[config.mk]
export PLATFORM = sky130hd
export DESIGN_NAME = seq_mul_flat
export DESIGN_NICKNAME = d
export VERILOG_FILES = /design/src/rtl/seq_mul_pkg.sv /design/src/rtl/seq_mul_if.sv /design/src/rtl/seq_mul.sv /design/src/flat_wrapper.sv
export SDC_FILE = /design/constraint.sdc
export NUM_CORES = 1
export LEC_CHECK = 0
export ABC_AREA = 1
export BUFFER_PORTS_ARGS = -buffer_cell sky130_fd_sc_hd__buf_2
export CORE_MARGIN = 8
export CORE_UTILIZATION = 40
export DETAILED_ROUTE_END_ITERATION = 12
export HOLD_SLACK_MARGIN = 0.12
export PLACE_DENSITY = 0.62
export SLEW_MARGIN = 20
export SYNTH_ARGS = -nofsm -noshare
export SYNTH_HDL_FRONTEND = slang
export SYNTH_SLANG_ARGS = --single-unit
[constraint.sdc]
create_clock -name clk -period 2.05 [get_ports clk]
set_clock_uncertainty 0.15 [all_clocks]
set_input_delay 0.41 -clock clk [delete_from_list [all_inputs] [get_ports clk]]
set_output_delay 0.41 -clock clk [all_outputs]
set_load 0.02 [all_outputs]
[src/rtl/seq_mul_pkg.sv]
// Shared types and helpers for the sequential shift-add multiply-accumulate unit.
package seq_mul_pkg;

    typedef logic [0:0] state_t;

    localparam state_t ST_IDLE = 1'b0;
    localparam state_t ST_RUN  = 1'b1;

    // Step counter must hold the value width.
    function automatic int cnt_width(input int w);
        return $clog2(w + 1);
    endfunction

endpackage

[src/rtl/seq_mul_if.sv]
// Request/result bundle of seq_mul; the unit is the slave, the requester the master.
interface seq_mul_if
    import seq_mul_pkg::*;
#(
    parameter int width = 8
);
    // start is sampled only while idle; done pulses one cycle with out valid,
    // and busy covers exactly the width cycles of the computation.
    logic               start;
    logic [width-1:0]   in1;
    logic [width-1:0]   in2;
    logic [width-1:0]   in3;
    logic               busy;
    logic               done;
    logic [2*width-1:0] out;
    state_t             state;

    modport master (
        output start, in1, in2, in3,
        input  busy, done, out, state
    );

    modport slave (
        input  start, in1, in2, in3,
        output busy, done, out, state
    );

endinterface

[src/rtl/seq_mul.sv]
// Computes out = in1 * in2 + in3 one multiplier bit per clock using a
// single (width+1)-bit adder over a shifting {accumulator, multiplier} register.
module seq_mul
    import seq_mul_pkg::*;
#(
    parameter int width = 8
) (
    input  logic      clk,
    input  logic      reset,
    seq_mul_if.slave  bus
);

    localparam int             CW   = cnt_width(width);
    localparam logic [CW-1:0]  LAST = CW'(width - 1);

    state_t               state_q, state_d;
    logic [CW-1:0]        cnt_q, cnt_d;
    logic [width-1:0]     a_q, a_d;
    logic [2*width-1:0]   p_q, p_d;
    logic [2*width-1:0]   out_q, out_d;
    logic                 done_q, done_d;
    logic [width:0]       sum;

    always_comb begin
        state_d = state_q;
        cnt_d   = cnt_q;
        a_d     = a_q;
        p_d     = p_q;
        out_d   = out_q;
        done_d  = 1'b0;
        // Carry out of the upper half is kept; it shifts into bit 2w-1.
        sum     = {1'b0, p_q[2*width-1:width]} + {1'b0, (p_q[0] ? a_q : '0)};

        case (state_q)
            ST_IDLE: begin
                if (bus.start) begin
                    a_d     = bus.in1;
                    p_d     = {bus.in3, bus.in2};
                    cnt_d   = '0;
                    state_d = ST_RUN;
                end
            end
            ST_RUN: begin
                p_d   = {sum, p_q[width-1:1]};
                cnt_d = cnt_q + 1'b1;
                if (cnt_q == LAST) begin
                    out_d   = {sum, p_q[width-1:1]};
                    done_d  = 1'b1;
                    state_d = ST_IDLE;
                end
            end
            default: state_d = ST_IDLE;
        endcase
    end

    always_ff @(posedge clk or posedge reset) begin
        if (reset) begin
            state_q <= ST_IDLE;
            cnt_q   <= '0;
            a_q     <= '0;
            p_q     <= '0;
            out_q   <= '0;
            done_q  <= 1'b0;
        end else begin
            state_q <= state_d;
            cnt_q   <= cnt_d;
            a_q     <= a_d;
            p_q     <= p_d;
            out_q   <= out_d;
            done_q  <= done_d;
        end
    end

    assign bus.busy  = (state_q == ST_RUN);
    assign bus.done  = done_q;
    assign bus.out   = out_q;
    assign bus.state = state_q;

endmodule

[src/flat_wrapper.sv]
// flat-port wrapper written by rule: the top's interface ports become plain ports
module seq_mul_flat import seq_mul_pkg::*;
#(
    parameter int width = 8
)
  (clk, reset, bus_start, bus_in1, bus_in2, bus_in3, bus_busy, bus_done, bus_out, bus_state);
  seq_mul_if #(.width(width)) bus_i ();
  input  logic clk;
  input  logic reset;
  input wire logic [$bits(bus_i.start)-1:0] bus_start;
  input wire logic [$bits(bus_i.in1)-1:0] bus_in1;
  input wire logic [$bits(bus_i.in2)-1:0] bus_in2;
  input wire logic [$bits(bus_i.in3)-1:0] bus_in3;
  output wire logic [$bits(bus_i.busy)-1:0] bus_busy;
  output wire logic [$bits(bus_i.done)-1:0] bus_done;
  output wire logic [$bits(bus_i.out)-1:0] bus_out;
  output wire logic [$bits(bus_i.state)-1:0] bus_state;
  assign bus_i.start = bus_start;
  assign bus_i.in1 = bus_in1;
  assign bus_i.in2 = bus_in2;
  assign bus_i.in3 = bus_in3;
  assign bus_busy = bus_i.busy;
  assign bus_done = bus_i.done;
  assign bus_out = bus_i.out;
  assign bus_state = bus_i.state;
  seq_mul #(.width(width)) u_core (.clk(clk), .reset(reset), .bus(bus_i));
endmodule
==> results of run 1 <==
[timing repair]
item                                   CTS  global route
hold buffers                             1             0
endpoints found under the hold margin   36             0
setup endpoints to repair                0             4
gates resized for setup                  0             1
setup buffers                            0             0
[cell usage in the layout, fill, tap and decap left out, drive strengths merged, types with 4 or more instances in the layout]
master / synthesis / layout
nand2: 115 / 115
buf: 10 / 50
dfrtp: 46 / 46
inv: 32 / 31
nand3: 22 / 22
ha: 9 / 9
o21ai: 8 / 8
nor2: 7 / 7
clkbuf: 1 / 6
a22o: 5 / 5
o221ai: 4 / 4
a21oi: 4 / 4
[flip-flops by register name, summed over array words and instances, names as in the netlist]
signal	flops
u_core.bus.out	16
u_core.cnt_q	4
u_core.bus.done	1
u_core.bus.busy	1
u_core.p_q	16
u_core.a_q	8
[stage by stage]
| stage | std cells | power, mW | utilization, % | area (sq um) |
|---|---|---|---|---|
| floorplan | 275 | 3.01 | - | 2340 |
| global placement | 389 | 3.43 | 45.1 | 2610 |
| detailed placement | 389 | 3.45 | 45.1 | 2610 |
| CTS | 398 | 4.05 | 46.9 | 2710 |
| global route | 398 | 4.39 | 47.0 | 2720 |
| finish | 398 | 3.99 | 47.0 | 2720 |
[metal layers]
layer | GRT usage, % | wire, um
met1 | 16.0 | 2360
met2 | 17.9 | 2080
met3 | 2.67 | 233
met4 | 5.64 | 80
met5 | 0 | 0
[report_power, final]
group / total (mW) / switching (mW) / internal [mW]
Sequential: 1.57 / 0.249 / 1.32
Combinational: 1.84 / 1.13 / 0.709
Clock: 0.577 / 0.306 / 0.271
[logic make-up (layout without fill, tap and decap cells)]
family	after synthesis	count (layout)	synth area share, %
AO/OA/AOI/OAI	26	26	8.51
XOR/XNOR	1	1	0.375
adder cells (fa/ha/maj)	10	10	5.67
buffers and inverters	43	91	8.83
flip-flops	46	46	49.3
AND/OR/NAND/NOR	149	149	27.4
[synth_stat cells (all sizes together) (2+ instances only)]
| master | count |
|---|---|
| nand2 | 115 |
| dfrtp | 46 |
| inv | 32 |
| nand3 | 22 |
| buf | 10 |
| ha | 9 |
| o21ai | 8 |
| nor2 | 7 |
| a22o | 5 |
| a21oi | 4 |
| o221ai | 4 |
| a22oi | 2 |
| nand3b | 2 |
| o211ai | 2 |
| or2 | 2 |
[path summary, 6_finish.rpt]
check                                  start           endpoint  slack, ns  depth (start not counted)
max                            u_core.p_q[0]     u_core.p_q[14]       0.18                          9
min                               bus_in1[1]      u_core.a_q[1]       0.15                          3
max reg2reg                    u_core.p_q[0]     u_core.p_q[14]       0.18                          9
min reg2reg                u_core.bus.out[2]  u_core.bus.out[2]       0.32                          2
max in group asynchronous              reset      u_core.a_q[2]       0.69                          4
min in group asynchronous              reset  u_core.bus.out[7]       0.64                          4
[layout make-up]
type | count | area [sq um]
Timing Repair Buffer | 51 | 273
Inverter | 32 | 120
Clock inverter | 2 | 12.5
Fill cell | 626 | 3070
Tap cell | 75 | 93.8
Clock buffer | 6 | 82.6
Sequential cell | 46 | 1150
Multi-Input combinational cell | 186 | 982
[worst max-delay path, stage by stage (launching register included)]
cell,delay [ns]
dfrtp_1,0.40
buf_4,0.16
nand2_1,0.05
inv_1,0.04
ha_1,0.30
or2_1,0.27
nand3_1,0.13
nand3_1,0.11
nand3_1,0.11
nand2_1,0.06
==> flow_summary.toml, run 1 <==
[yosys]
yosysSeqAreaShare_pct = 49.3
synthArstFlopShare_pct = 100
synth_seq_cells = 46
synth_area_leader_cell = "dfrtp_1"
yosysWarningCount = 0
synth_edf_count = 0
ys_types = 27
avgSynthCellArea_sq_um = 8.50
syn-cell-area_sq_um = 2340
synth_fp_nets = 312
ys.flop_type = "dfrtp_1"
synth_top_cell_area_share_pct = 49.3
syn_inst = 275
synth.area.top_cells = "dfrtp_1, nand2_1, ha_1"

[routing]
drc = 0
ant_nets = 0
routed_wl_mm = 4.75
drt-pass1-iter-count = 4
routed-via-count = 1797
avgRoutedWirePerCell_um = 11.9
viasPerCell = 4.52
drt_iter0_drc = 101

[sta]
worst_slack_ns = 0.179
finalCritPeriodShare_pct = 91.3
hold_ws_ns = 0.154
maxSlewViolCount = 0
relSlewSlack_pct = 61.4
fin_tns_setup_ns = 0
clock.fmax_mhz = 535
setup_viol = 0
tightestPinTransition_ns = 0.580
period_minus_slack_ns = 1.87
timing_hold_violations_final = 0
grt_setup_unrepaired = "false"

[run_status]
status = "completed"

[critical_path]
required_ns = 2.09
critPathKind = "reg2reg"
crit_fanout = 7
cp-start-kind = "flop"
cp-end-kind = "flop"
worst-endpoint-arrival_ns = 1.91

[clock_network]
cts.sinks = 46
root_buffer = "clkbuf_8"
clk_pin_slew_ns = 0.09
cts-htree-levels = 2
clockBufferDepth = 2
cts_buffers = 5
clk_latency_ns = 0.30
cts_tree = "built"

[floorplanning]
io_pins = 46
die_y_um = 92.4
dieArea_sq_um = 8550
start_util_pct = 40.4
core_sq_um = 5780
die_x_um = 92.4
row_count = 28

[placement]
port_buffers = 45
detailed_place_hpwl_mm = 3.57
routabilityCongestion = 0.807
pre_cts_ws_ns = 0.129

[global_routing]
grt_pass1_wl_mm = 8.36
grt_max_degree = 47
gr-total-overflow = 0
grt_pass1_vias = 1803
grt.total_usage_pct = 11.9
antenna_found_initial = 0

[pwr]
power.density_nw_per_um2 = 1470
ir_worst_vdd_mv = 0.508
power_leakage_nw = 1.54

[run]
drv_cap = 0

[hold_path]
min_path_type = "in2reg"

[finish]
num-nets-final = 359
drive_above_1_share_pct = 23.2
area_growth_pct = 16.2
n_antenna_cell = 0
Power figures use the tool's default switching activity.
==> run 2: changes to the inputs <==
Settings changed: MAX_ROUTING_LAYER set to met4.
==> flow_summary.toml, run 2 (synthesized netlist as in run 1, its figures left out) <==
[clock_network]
post_cts_buffers = 0
cts.sinks = 46
cts_tree = "built"
clockBufferDepth = 2
clk_latency_ns = 0.30
root_buffer = "clkbuf_8"
cts-htree-levels = 2
cts_buffers = 5
clk_pin_slew_ns = 0.09

[routing]
drc = 0
viasPerCell = 4.52
routed-via-count = 1799
ant_nets = 0
avgRoutedWirePerCell_um = 11.9
drt-pass1-iter-count = 4
drt_iter0_drc = 100
routed_wl_mm = 4.75

[sta]
maxSlewViolCount = 0
grt_setup_unrepaired = "false"
period_minus_slack_ns = 1.87
relSlewSlack_pct = 61.4
tightestPinTransition_ns = 0.579
setup_viol = 0
clock.fmax_mhz = 535
finalCritPeriodShare_pct = 91.3
timing_hold_violations_final = 0
fin_tns_setup_ns = 0

[critical_path]
cp-start-kind = "flop"
reg2regPathDepth = 9
worst-endpoint-arrival_ns = 1.91
crit_fanout = 7
critPathKind = "reg2reg"
r2r_start = "u_core.p_q[0]"
r2r_slack_ns = 0.18
cp-end-kind = "flop"
r2r-end = "u_core.p_q[14]"
required_ns = 2.09

[global_routing]
gr-total-overflow = 0
grt.total_usage_pct = 12.3
antenna_found_initial = 0
grt_pass1_wl_mm = 8.36
grt_max_degree = 47
grt_pass1_vias = 1803

[hold_path]
hold_depth = 3
hold-path-endpoint = "u_core.a_q[1]"
min_path_type = "in2reg"
min-delay-start = "bus_in1[1]"

[pwr]
ir_worst_vdd_mv = 0.508
power.density_nw_per_um2 = 1470
power_mw = 3.99
power_leakage_nw = 1.54

[finish]
drive_above_1_share_pct = 23.2
final_common_cell = "nand2_1"
n_antenna_cell = 0
area_growth_pct = 16.2
instances_no_fill = 398
fill_cells = 626
multi_input_area_sq_um = 982
final_cell_mix = "nand2_1, dfrtp_1, buf_2, inv_1, nand3_1"
num-nets-final = 359
register_area_sq_um = 1150

[floorplanning]
row_count = 28
start_util_pct = 40.4
core_sq_um = 5780
die_y_um = 92.4
die_x_um = 92.4
dieArea_sq_um = 8550
io_pins = 46

[placement]
detailed_place_hpwl_mm = 3.57
port_buffers = 45
dpl.cell_count = 389
routabilityCongestion = 0.819

[run_status]
status = "completed"

[run]
drv_cap = 0
-- run 2: cell counts in the layout (fill, tap and decap cells not counted) --
Identical to the previous run, type by type.
-- run 2: area by class of cell --
| type | count | share of cell area, % |
|---|---|---|
| flip-flops and latches | 46 | 42.4 |
| multi-input cells | 186 | 36.2 |
| repair buffers | 51 | 10.0 |
| inverters | 32 | 4.42 |
| well taps | 75 | 3.46 |
| clock buffers | 6 | 3.04 |
| clock inverters | 2 | 0.461 |
-- run 2: worst max path at each step --
| stage | cells past startpoint | to | from | slack [ns] |
|---|---|---|---|---|
| 2_1_floorplan | 13 | u_core.p_q[15] | u_core.p_q[0] | 0.11 |
| 5_1_grt | 11 | u_core.p_q[15] | u_core.p_q[0] | 0.02 |
| 3_5_place_dp | 12 | u_core.p_q[15] | u_core.p_q[0] | 0.13 |
| 4_1_cts | 12 | u_core.bus.out[15] | u_core.p_q[0] | 0.13 |
| 3_3_place_gp | 12 | u_core.bus.out[15] | u_core.p_q[0] | 0.17 |
| 6_report | 9 | u_core.p_q[14] | u_core.p_q[0] | 0.18 |
-- run 2: where the power goes --
group          switching (mW)  internal (mW)  total (mW)
registers               0.249           1.32        1.57
clock network           0.306          0.271       0.577
logic                    1.13          0.709        1.84
total                    1.69           2.30        3.99
-- run 2: through the flow --
stage	util, %	hold slack [ns]	setup WS [ns]	instance area (sq um)
after floorplan	-	0.299	0.112	2340
after global placement	45.1	0.303	0.173	2610
after detailed placement	45.1	0.305	0.129	2610
after CTS	46.9	0.144	0.129	2710
after global routing	47.0	0.156	0.0177	2720
final	47.0	0.154	0.179	2720
-- run 2: routing by layer --
layer	vias to the layer above	track usage (%)	part of all wire, %
li1	965	-	-
met1	791	16.3	51
met2	36	17.9	44
met3	7	2.18	4.1
met4	0	5.64	1.6
met5	-	-	0
-- run 2: worst max-delay path: stages (launching register included) --
cell	delay, ns
dfrtp_1	0.40
buf_4	0.16
nand2_1	0.05
inv_1	0.04
ha_1	0.30
or2_1	0.27
nand3_1	0.13
nand3_1	0.11
nand3_1	0.11
nand2_1	0.06
-- run 2: timing repair --
| action | in CTS | in global routing |
|---|---|---|
| hold buffers | 1 | 0 |
| endpoints found under the setup margin | 0 | 4 |
| resized for setup | 0 | 1 |
| hold endpoints to repair | 36 | 0 |
==> run 3: changes to the inputs <==
Settings changed: BUFFER_PORTS_ARGS -buffer_cell sky130_fd_sc_hd__buf_2 to -buffer_cell sky130_fd_sc_hd__clkbuf_2.
==> flow_summary.toml, run 3 (synthesized netlist as in run 1, its figures left out) <==
[finish]
post-route-util_pct = 47.3
final_cell_mix = "nand2_1, dfrtp_1, clkbuf_2, inv_1, nand3_1"
final_common_cell = "nand2_1"
n_antenna_cell = 0
drive_above_1_share_pct = 23.2
area_growth_pct = 17.0
multi_input_area_sq_um = 982
instances_no_fill = 398
fill_cells = 596
num-nets-final = 359
register_area_sq_um = 1150

[clock_network]
cts_buffers = 5
clk_latency_ns = 0.30
clk_pin_slew_ns = 0.09
cts_tree = "built"
root_buffer = "clkbuf_8"
cts-htree-levels = 2
cts.sinks = 46
clockBufferDepth = 2

[floorplanning]
dieArea_sq_um = 8550
row_count = 28
start_util_pct = 40.4
io_pins = 46
die_y_um = 92.4
core_sq_um = 5780
die_x_um = 92.4

[pwr]
power.switching_mw = 1.72
ir_worst_vdd_mv = 0.470
p_comb_share_pct = 45.0
power_leakage_nw = 1.54
clock_power_share_pct = 16.6
seqPwrFrac_pct = 38.4
p_int_mw = 2.39
power.density_nw_per_um2 = 1500
p_sw_share_pct = 41.8

[critical_path]
path_cells = "buf_4 > nand2_1 > inv_1 > ha_1 > nand2_1 > inv_1 > a21oi_1 > nand3_1 > nand3_1 > nand2_1"
required_ns = 2.09
cpMostUsedCell = "nand2_1"
critPathKind = "reg2reg"
r2r_start = "u_core.p_q[0]"
crit_fanout = 7
worst-endpoint-arrival_ns = 1.91
crit_slowest_cell = "dfrtp_1"
startpoint = "u_core.p_q[0]"
cp_slowest_stage_delay_ns = 0.39
cp-start-kind = "flop"
cp-end-kind = "flop"

[global_routing]
gr-total-overflow = 0
grt_max_degree = 47
grt.total_usage_pct = 12.5
grt_pass1_wl_mm = 8.44
antenna_found_initial = 0
grt_pass1_vias = 1777

[placement]
routabilityCongestion = 0.811
pre_cts_ws_ns = 0.122
port_buffers = 45
detailed_place_hpwl_mm = 3.67
dpl.cell_count = 389

[routing]
drc = 0
routed_wl_mm = 4.87
drt_iter0_drc = 103
routed-via-count = 1786
viasPerCell = 4.49
avgRoutedWirePerCell_um = 12.2
ant_nets = 0
drt-pass1-iter-count = 4

[sta]
period_minus_slack_ns = 1.87
tightestPinTransition_ns = 0.567
timing_hold_violations_final = 0
worst_slack_ns = 0.176
finalCritPeriodShare_pct = 91.4
setup_viol = 0
clock.fmax_mhz = 534
maxSlewViolCount = 0
grt_setup_unrepaired = "false"
fin_tns_setup_ns = 0
relSlewSlack_pct = 62.2

[run_status]
status = "completed"

[hold_path]
min-delay-start = "bus_in1[1]"
min_path_type = "in2reg"

[run]
drv_cap = 0
run 3: changes by cell type in the layout (fill, tap and decap cells not counted), sizes merged:
| cell | previous run | this run |
|---|---|---|
| bufinv | 0 | 1 |
| clkinvlp | 1 | 2 |
| clkbuf | 6 | 50 |
| clkinv | 2 | 1 |
| buf | 50 | 5 |
run 3: worst paths after layout:
path                                endpoint  slack (ns)  cells after the start
max                           u_core.p_q[14]        0.18                     10
max in group asynchronous     u_core.p_q[11]        0.73                      4
min                            u_core.a_q[1]        0.14                      3
max reg2reg                   u_core.p_q[14]        0.18                     10
min in group asynchronous  u_core.bus.out[1]        0.62                      4
min reg2reg                u_core.bus.out[9]        0.33                      2
run 3: layout make-up:
cell class	count	area share [%]
repair buffers	51	9.98
flip-flops and latches	46	42.1
well taps	75	3.43
clock buffers	5	2.52
clock inverters	3	1.65
multi-input cells	186	35.9
inverters	32	4.39
run 3: metrics by stage:
step           total power [mW]  instance area [sq um]  hold WS [ns]
6_report                   4.11                   2730         0.145
5_1_grt                    4.50                   2730         0.143
4_1_cts                    4.17                   2730         0.139
3_5_place_dp               3.47                   2610         0.314
3_3_place_gp               3.43                   2610         0.308
2_1_floorplan              3.01                   2340         0.299
run 3: worst max-delay path, delay by kind of cell (launching register included):
family / cells / cell delay (ns)
buffers and inverters: 3 / 0.25
and+or+nand+nor: 5 / 0.47
DFF: 1 / 0.39
AOI/OAI and AO/OA: 1 / 0.18
adders and majority gates: 1 / 0.34
run 3: repair_timing:
action,4_1_cts,5_1_grt
hold endpoints to repair,46,0
buffers inserted,0,0
hold buffers,1,0
gates resized for setup,0,1
endpoints found under the setup margin,0,2
run 3: power by group through the flow:
| stage | Sequential (mW) | Clock [mW] | Combinational, mW |
|---|---|---|---|
| 2_1_floorplan | 1.71 | 0 | 1.30 |
| 3_3_place_gp | 1.59 | 0 | 1.84 |
| 3_5_place_dp | 1.60 | 0 | 1.88 |
| 4_1_cts | 1.58 | 0.706 | 1.88 |
| 5_1_grt | 1.63 | 0.742 | 2.13 |
| 6_report | 1.58 | 0.682 | 1.85 |
run 3: metal layers:
| layer | global-route usage, % | part of all wire [%] | wire (um) | up-vias |
|---|---|---|---|---|
| met5 | - | 0 | 0 | - |
| met3 | 2.91 | 4.2 | 206 | 7 |
| li1 | - | - | - | 970 |
| met1 | 16.3 | 51 | 2490 | 778 |
| met2 | 18.4 | 43 | 2080 | 31 |
| met4 | 5.23 | 1.7 | 82 | 0 |
